===== config.mk =====
export PLATFORM = sky130hd
export DESIGN_NAME = mul_booth_iter
export DESIGN_NICKNAME = d
export VERILOG_FILES = /design/src/rtl/mul_pkg.sv /design/src/rtl/add64.sv /design/src/rtl/booth_sel.sv /design/src/rtl/mul_booth_iter.sv
export SDC_FILE = /design/constraint.sdc
export NUM_CORES = 1
export LEC_CHECK = 0
export ABC_AREA = 1
export CAP_MARGIN = 20
export CORE_AREA = 2 2 222 224
export DETAILED_ROUTE_END_ITERATION = 8
export DIE_AREA = 0 0 224 226
export DONT_BUFFER_PORTS = 1
export MAX_ROUTING_LAYER = met4
export PLACE_DENSITY = 0.82
export SKIP_LAST_GASP = 1
export SLEW_MARGIN = 10
export SYNTH_ARGS = -nofsm -noshare
export SYNTH_HDL_FRONTEND = slang
export SYNTH_SLANG_ARGS = --single-unit

===== constraint.sdc =====
create_clock -name clk -period 5.6 [get_ports clk]
set_clock_uncertainty 0.05 [all_clocks]
set_input_delay 0.56 -clock clk [delete_from_list [all_inputs] [get_ports clk]]
set_output_delay 0.56 -clock clk [all_outputs]
set_load 0.03 [all_outputs]

===== src/rtl/mul_pkg.sv =====
// Shared definitions for the iterative radix-4 Booth multiplier: op encodings,
// FSM state encoding and iteration count.
package mul_pkg;

    localparam int XLEN  = 64;
    localparam int ITER  = (XLEN + 2) / 2;
    localparam int CNT_W = 6;

    localparam logic [2:0] MUL_OP_MUL    = 3'd0;
    localparam logic [2:0] MUL_OP_MULH   = 3'd1;
    localparam logic [2:0] MUL_OP_MULHSU = 3'd2;
    localparam logic [2:0] MUL_OP_MULHU  = 3'd3;
    localparam logic [2:0] MUL_OP_MULW   = 3'd4;

    typedef enum logic [1:0] {
        ST_IDLE = 2'd0,
        ST_BUSY = 2'd1,
        ST_DONE = 2'd2
    } mul_state_e;

    // Reserved encodings behave as plain MUL.
    function automatic logic [2:0] norm_op(input logic [2:0] op);
        return (op > MUL_OP_MULW) ? MUL_OP_MUL : op;
    endfunction

endpackage


===== src/rtl/add64.sv =====
// 64-bit adder with carry in and carry out; two are chained to build the
// 128-bit Booth accumulate.
module add64 (
    input  logic [63:0] a,
    input  logic [63:0] b,
    input  logic        c0,
    output logic [63:0] s,
    output logic        co
);

    assign {co, s} = {1'b0, a} + {1'b0, b} + {64'd0, c0};

endmodule


===== src/rtl/booth_sel.sv =====
// Radix-4 Booth partial-product selector. Negative selections return the
// inverted operand; the caller supplies the +1 through the adder carry-in.
module booth_sel (
    input  logic [2:0]   triple,
    input  logic [127:0] mcand,
    output logic [127:0] operand,
    output logic         neg
);

    always_comb begin
        operand = '0;
        neg     = 1'b0;
        case (triple)
            3'b001, 3'b010: operand = mcand;
            3'b011:         operand = {mcand[126:0], 1'b0};
            3'b100: begin
                operand = ~{mcand[126:0], 1'b0};
                neg     = 1'b1;
            end
            3'b101, 3'b110: begin
                operand = ~mcand;
                neg     = 1'b1;
            end
            default: ;
        endcase
    end

endmodule


===== src/rtl/mul_booth_iter.sv =====
// Iterative radix-4 Booth multiplier for RV64M MUL/MULH/MULHSU/MULHU/MULW.
// Optional macro MUL_ZERO_BYPASS_EN: zero operands skip straight to DONE.
module mul_booth_iter
    import mul_pkg::*;
(
    input  logic        clk,
    input  logic        rst_n,
    input  logic        in_valid,
    output logic        in_ready,
    input  logic [2:0]  mul_op,
    input  logic [63:0] op1,
    input  logic [63:0] op2,
    input  logic        flush,
    output logic        out_valid,
    input  logic        out_ready,
    output logic [63:0] result,
    output logic [1:0]  state_dbg
);

    // Handshake: a request transfers on an edge where in_valid && in_ready
    // (and no flush); a result transfers on an edge where out_valid && out_ready.
    // Once raised, out_valid and result hold until that transfer or a flush.

    mul_state_e state, state_nxt;

    logic [127:0] acc;
    logic [127:0] mcand_q;
    logic [66:0]  mplier_q;
    logic [2:0]   op_q;
    logic [CNT_W-1:0] cnt;

    logic [2:0]   op_n;
    logic         mcand_sx, mplier_sx;
    logic [127:0] mcand_ext;
    logic [65:0]  mplier_ext;
    logic         zero_req;

    logic [127:0] pp_operand;
    logic         pp_neg;
    logic [63:0]  sum_lo, sum_hi;
    logic         carry_lo, carry_hi_unused;
    logic         last_step;

    assign op_n       = norm_op(mul_op);
    assign mcand_sx   = (op_n != MUL_OP_MULHU);
    assign mplier_sx  = (op_n == MUL_OP_MUL) || (op_n == MUL_OP_MULH) || (op_n == MUL_OP_MULW);
    assign mcand_ext  = {{64{mcand_sx & op1[63]}}, op1};
    assign mplier_ext = {{2{mplier_sx & op2[63]}}, op2};
    assign last_step  = (cnt == CNT_W'(ITER - 1));

`ifdef MUL_ZERO_BYPASS_EN
    assign zero_req = (op1 == 64'd0) || (op2 == 64'd0);
`else
    assign zero_req = 1'b0;
`endif

    booth_sel u_booth_sel (
        .triple  (mplier_q[2:0]),
        .mcand   (mcand_q),
        .operand (pp_operand),
        .neg     (pp_neg)
    );

    // Low carry feeds the high c0; the carry out of bit 127 is dropped.
    add64 u_add_lo (
        .a  (acc[63:0]),
        .b  (pp_operand[63:0]),
        .c0 (pp_neg),
        .s  (sum_lo),
        .co (carry_lo)
    );

    add64 u_add_hi (
        .a  (acc[127:64]),
        .b  (pp_operand[127:64]),
        .c0 (carry_lo),
        .s  (sum_hi),
        .co (carry_hi_unused)
    );

    always_ff @(posedge clk or negedge rst_n) begin
        if (!rst_n) state <= ST_IDLE;
        else        state <= state_nxt;
    end

    always_comb begin
        state_nxt = state;
        case (state)
            ST_IDLE: if (in_valid) state_nxt = zero_req ? ST_DONE : ST_BUSY;
            ST_BUSY: if (last_step) state_nxt = ST_DONE;
            ST_DONE: if (out_ready) state_nxt = ST_IDLE;
            default: state_nxt = ST_IDLE;
        endcase
        if (flush) state_nxt = ST_IDLE;
    end

    always_ff @(posedge clk or negedge rst_n) begin
        if (!rst_n) begin
            acc      <= '0;
            mcand_q  <= '0;
            mplier_q <= '0;
            op_q     <= MUL_OP_MUL;
            cnt      <= '0;
        end else if (!flush) begin
            if (state == ST_IDLE && in_valid) begin
                acc      <= '0;
                mcand_q  <= mcand_ext;
                mplier_q <= {mplier_ext, 1'b0};
                op_q     <= op_n;
                cnt      <= '0;
            end else if (state == ST_BUSY) begin
                acc      <= {sum_hi, sum_lo};
                mcand_q  <= {mcand_q[125:0], 2'b00};
                mplier_q <= {2'b00, mplier_q[66:2]};
                cnt      <= cnt + CNT_W'(1);
            end
        end
    end

    always_comb begin
        case (op_q)
            MUL_OP_MUL:  result = acc[63:0];
            MUL_OP_MULW: result = {{32{acc[31]}}, acc[31:0]};
            default:     result = acc[127:64];
        endcase
    end

    assign in_ready  = (state == ST_IDLE);
    assign out_valid = (state == ST_DONE);
    assign state_dbg = state;

endmodule

==> impl_metrics.csv <==
group,metric,value,unit
global_route,grt_pass1_vias,27776,
critical_path,crit_fanout,31,
sta,hold_ws,-372.8,ps
clock_tree,htreeDepth,2,
route,ant_nets,0,
sta,rsz0062_at_grt,"false",
layout,layout-drive-gt1-share,2.972,%
critical_path,cpPeakStageDelay,430,ps
floorplanning,die_w,224,um
yosys,avgSynthCellArea,6.044,um2
yosys,synth_area_leaders,"dfrtp_1 (29%), nand2_1 (22%), inv_1 (10%)",
sta,fmax,193.1,MHz
yosys,synth_seq_area_share,29.06,%
global_route,grt_overflow,0,
sta,setup-tns-final,0,ps
sta,fin_crit_sh,92.49,%
route,vias_per_cell,5.766,
route,drt_iter0_drc,3155,
clock_tree,clkTransAtPathRegs,60,ps
critical_path,cp_common_cell,"nand2_1",
global_route,grt_pass1_wl,156800,um
yosys,synth_ff_type,"dfrtp_1",
yosys,synthesis.nets,5011,
min_path,holdCritPathClass,"input pin to async pin",
clock_tree,clockBufferDepth,3,
global_route,grt.total_usage,41.12,%
yosys,synth.distinct_cells,43,
run,maxCapViolCount,0,
yosys,synth_top_area_share,29.06,%
sta,final_max_slew_viol_count,0,
layout,fin_cells,5301,
critical_path,startpoint_type,"register",
sta,period_needed,5179,ps
floorplanning,die_area,0.05062,mm2
floorplanning,initial_core_util,59.31,%
global_route,grt_max_degree,334,
critical_path,arrival,5590,ps
clock_tree,worstSkewPairLatency,600,ps
clock_tree,cts_buffers,41,
sta,finalSetupViolations,0,
layout,fin_util,62.93,%
yosys,synth_top_cell_by_area,"dfrtp_1",
layout,layout_commonest_cell,"nand2_1",
run_status,violations,"hold timing",
placed_design,hpwl,76900,um
layout,area_growth,6.100,%
clock_tree,cts_tree,"built",
floorplanning,die_y,226,um
yosys,synth_edf_count,0,
yosys,yosys_warnings,0,
layout,fin_nets,4917,
clock_tree,root_buffer,"clkbuf_16",
placed_design,place.gp.congestion,1.026,
sta,hold_violations,333,
yosys,async_flop_share,100.0,%
run_status,status,"finished with violations",
clock_tree,cts.sinks,333,
yosys,syn_inst,4744,
floorplanning,num_rows,81,
layout,final_cell_mix,"nand2_1 (1694), inv_1 (772), nor2_1 (423)",
global_route,antenna_found_initial,3,
floorplanning,core,0.04834,mm2
placed_design,io_buffers,0,
critical_path,critPathSlowestCell,"fa_1",
critical_path,cp-end-kind,"register",
critical_path,crit_required,6010,ps
route,wl_per_cell,19.23,um
route,via_count,30568,
yosys,syn_area,0.02867,mm2
sta,slew_headroom,7.040,%
critical_path,setup.worst_path.class,"register to register",
sta,worstMarginPinSlew,1394,ps
route,drt-pass1-iter-count,6,
route,wl,101900,um
yosys,ys_seq_elements,333,
placed_design,placed_cells,5228,
clock_tree,postCtsSetupRepairBufs,0,
clock_tree,hold_buffers,1,
floorplanning,io_pins,204,
route,drc,0,
==> flip-flops by register name (all words and copies together), names as in the netlist <==
name       flops
mplier_q      66
mcand_q      128
acc          128
state_dbg      2
op_q           3
cnt            6
==> area by class of cell <==
| class | instances | area [um2] |
|---|---|---|
| diodes | 2 | 5.005 |
| clock buffers | 56 | 1184 |
| clock inverters | 14 | 166.4 |
| fillers | 4684 | 17920 |
| inverters | 778 | 2932 |
| multi-input cells | 3448 | 16600 |
| flip-flops and latches | 333 | 8333 |
| well taps | 622 | 778.2 |
| repair buffers | 48 | 429.2 |
==> cells by family (layout without fill, tap and decap cells) <==
family / count (synthesis) / in the layout / synth area share, %
xor gates and xnor gates: 5 / 5 / 0.1527
DFF: 333 / 333 / 29.06
muxes: 3 / 3 / 0.1178
buffers and inverters: 963 / 896 / 13.21
AOI/OAI and AO/OA: 905 / 905 / 18.62
adders and majority gates: 131 / 131 / 5.821
and+or+nand+nor: 2404 / 2404 / 33.01
other: 0 / 2 / 0
==> synth_stat cells (3+ instances only) <==
| master | n |
|---|---|
| o21ai_1 | 90 |
| ha_1 | 127 |
| nand2_1 | 1695 |
| xnor2_1 | 4 |
| nor2_2 | 3 |
| a31oi_1 | 66 |
| buf_1 | 22 |
| or2_2 | 3 |
| o21ai_0 | 318 |
| dfrtp_1 | 333 |
| inv_2 | 3 |
| o21bai_1 | 7 |
| nand3_1 | 213 |
| nand4_1 | 18 |
| mux2_2 | 3 |
| o211ai_1 | 64 |
| clkbuf_1 | 98 |
| a21oi_1 | 208 |
| nor3_1 | 34 |
| buf_2 | 47 |
| a32o_1 | 3 |
| fa_1 | 4 |
| nor2_1 | 426 |
| buf_6 | 12 |
| inv_1 | 774 |
| a221oi_1 | 115 |
| o22ai_1 | 18 |
| a221o_1 | 9 |
| buf_4 | 6 |
| nor4_1 | 3 |
==> what timing repair did <==
action | in CTS | in global routing
endpoints found under the setup margin | 0 | 11
hold endpoints to repair | 334 | 333
gates resized for setup | 0 | 6
==> final timing paths <==
| path | start | endpoint | slack (ps) | cells past startpoint |
|---|---|---|---|---|
| max | mplier_q[0]$_DFFE_PN0P_ | acc[124]$_DFFE_PN0P_ | 420 | 32 |
| min | rst_n | mcand_q[27]$_DFFE_PN0P_ | -370 | 0 |
| max reg2reg | mplier_q[0]$_DFFE_PN0P_ | acc[124]$_DFFE_PN0P_ | 420 | 32 |
| min reg2reg | acc[127]$_DFFE_PN0P_ | acc[127]$_DFFE_PN0P_ | 440 | 2 |
| max in group asynchronous | rst_n | mcand_q[116]$_DFFE_PN0P_ | 5390 | 0 |
| min in group clk | mul_op[0] | op_q[2]$_DFFE_PN0P_ | 20 | 1 |
==> worst max-delay path: cells and delay by family, from the launching register on <==
kind                     cells  cell delay (ps)
AO/OA/AOI/OAI                1              140
adder cells (fa/ha/maj)      3             1270
buffers and inverters        4              610
flip-flops                   1              380
AND/OR/NAND/NOR             24             2600
==> per-layer routing <==
layer  vias to the layer above  part of all wire (%)  wire (um)  GRT usage, %
li1                      14976                     -          -             -
met1                     13952                    41      41870         52.14
met2                      1341                    45      46200         64.36
met3                       299                   8.3       8449         6.857
met4                         0                   5.3       5425         19.29
met5                         -                     0          0             -
==> through the flow <==
| step | instance area (um2) | setup WS (ps) |
|---|---|---|
| 2_1_floorplan | 28670 | 1048 |
| 3_3_place_gp | 29040 | 571.0 |
| 3_5_place_dp | 29040 | 435.0 |
| 4_1_cts | 30400 | 384.4 |
| 5_1_grt | 30420 | 20.15 |
| 6_report | 30420 | 420.7 |
Power is left out: the tool's default activity adds up to more than one toggle a clock period on the data nets, which glitch-free logic cannot reach.
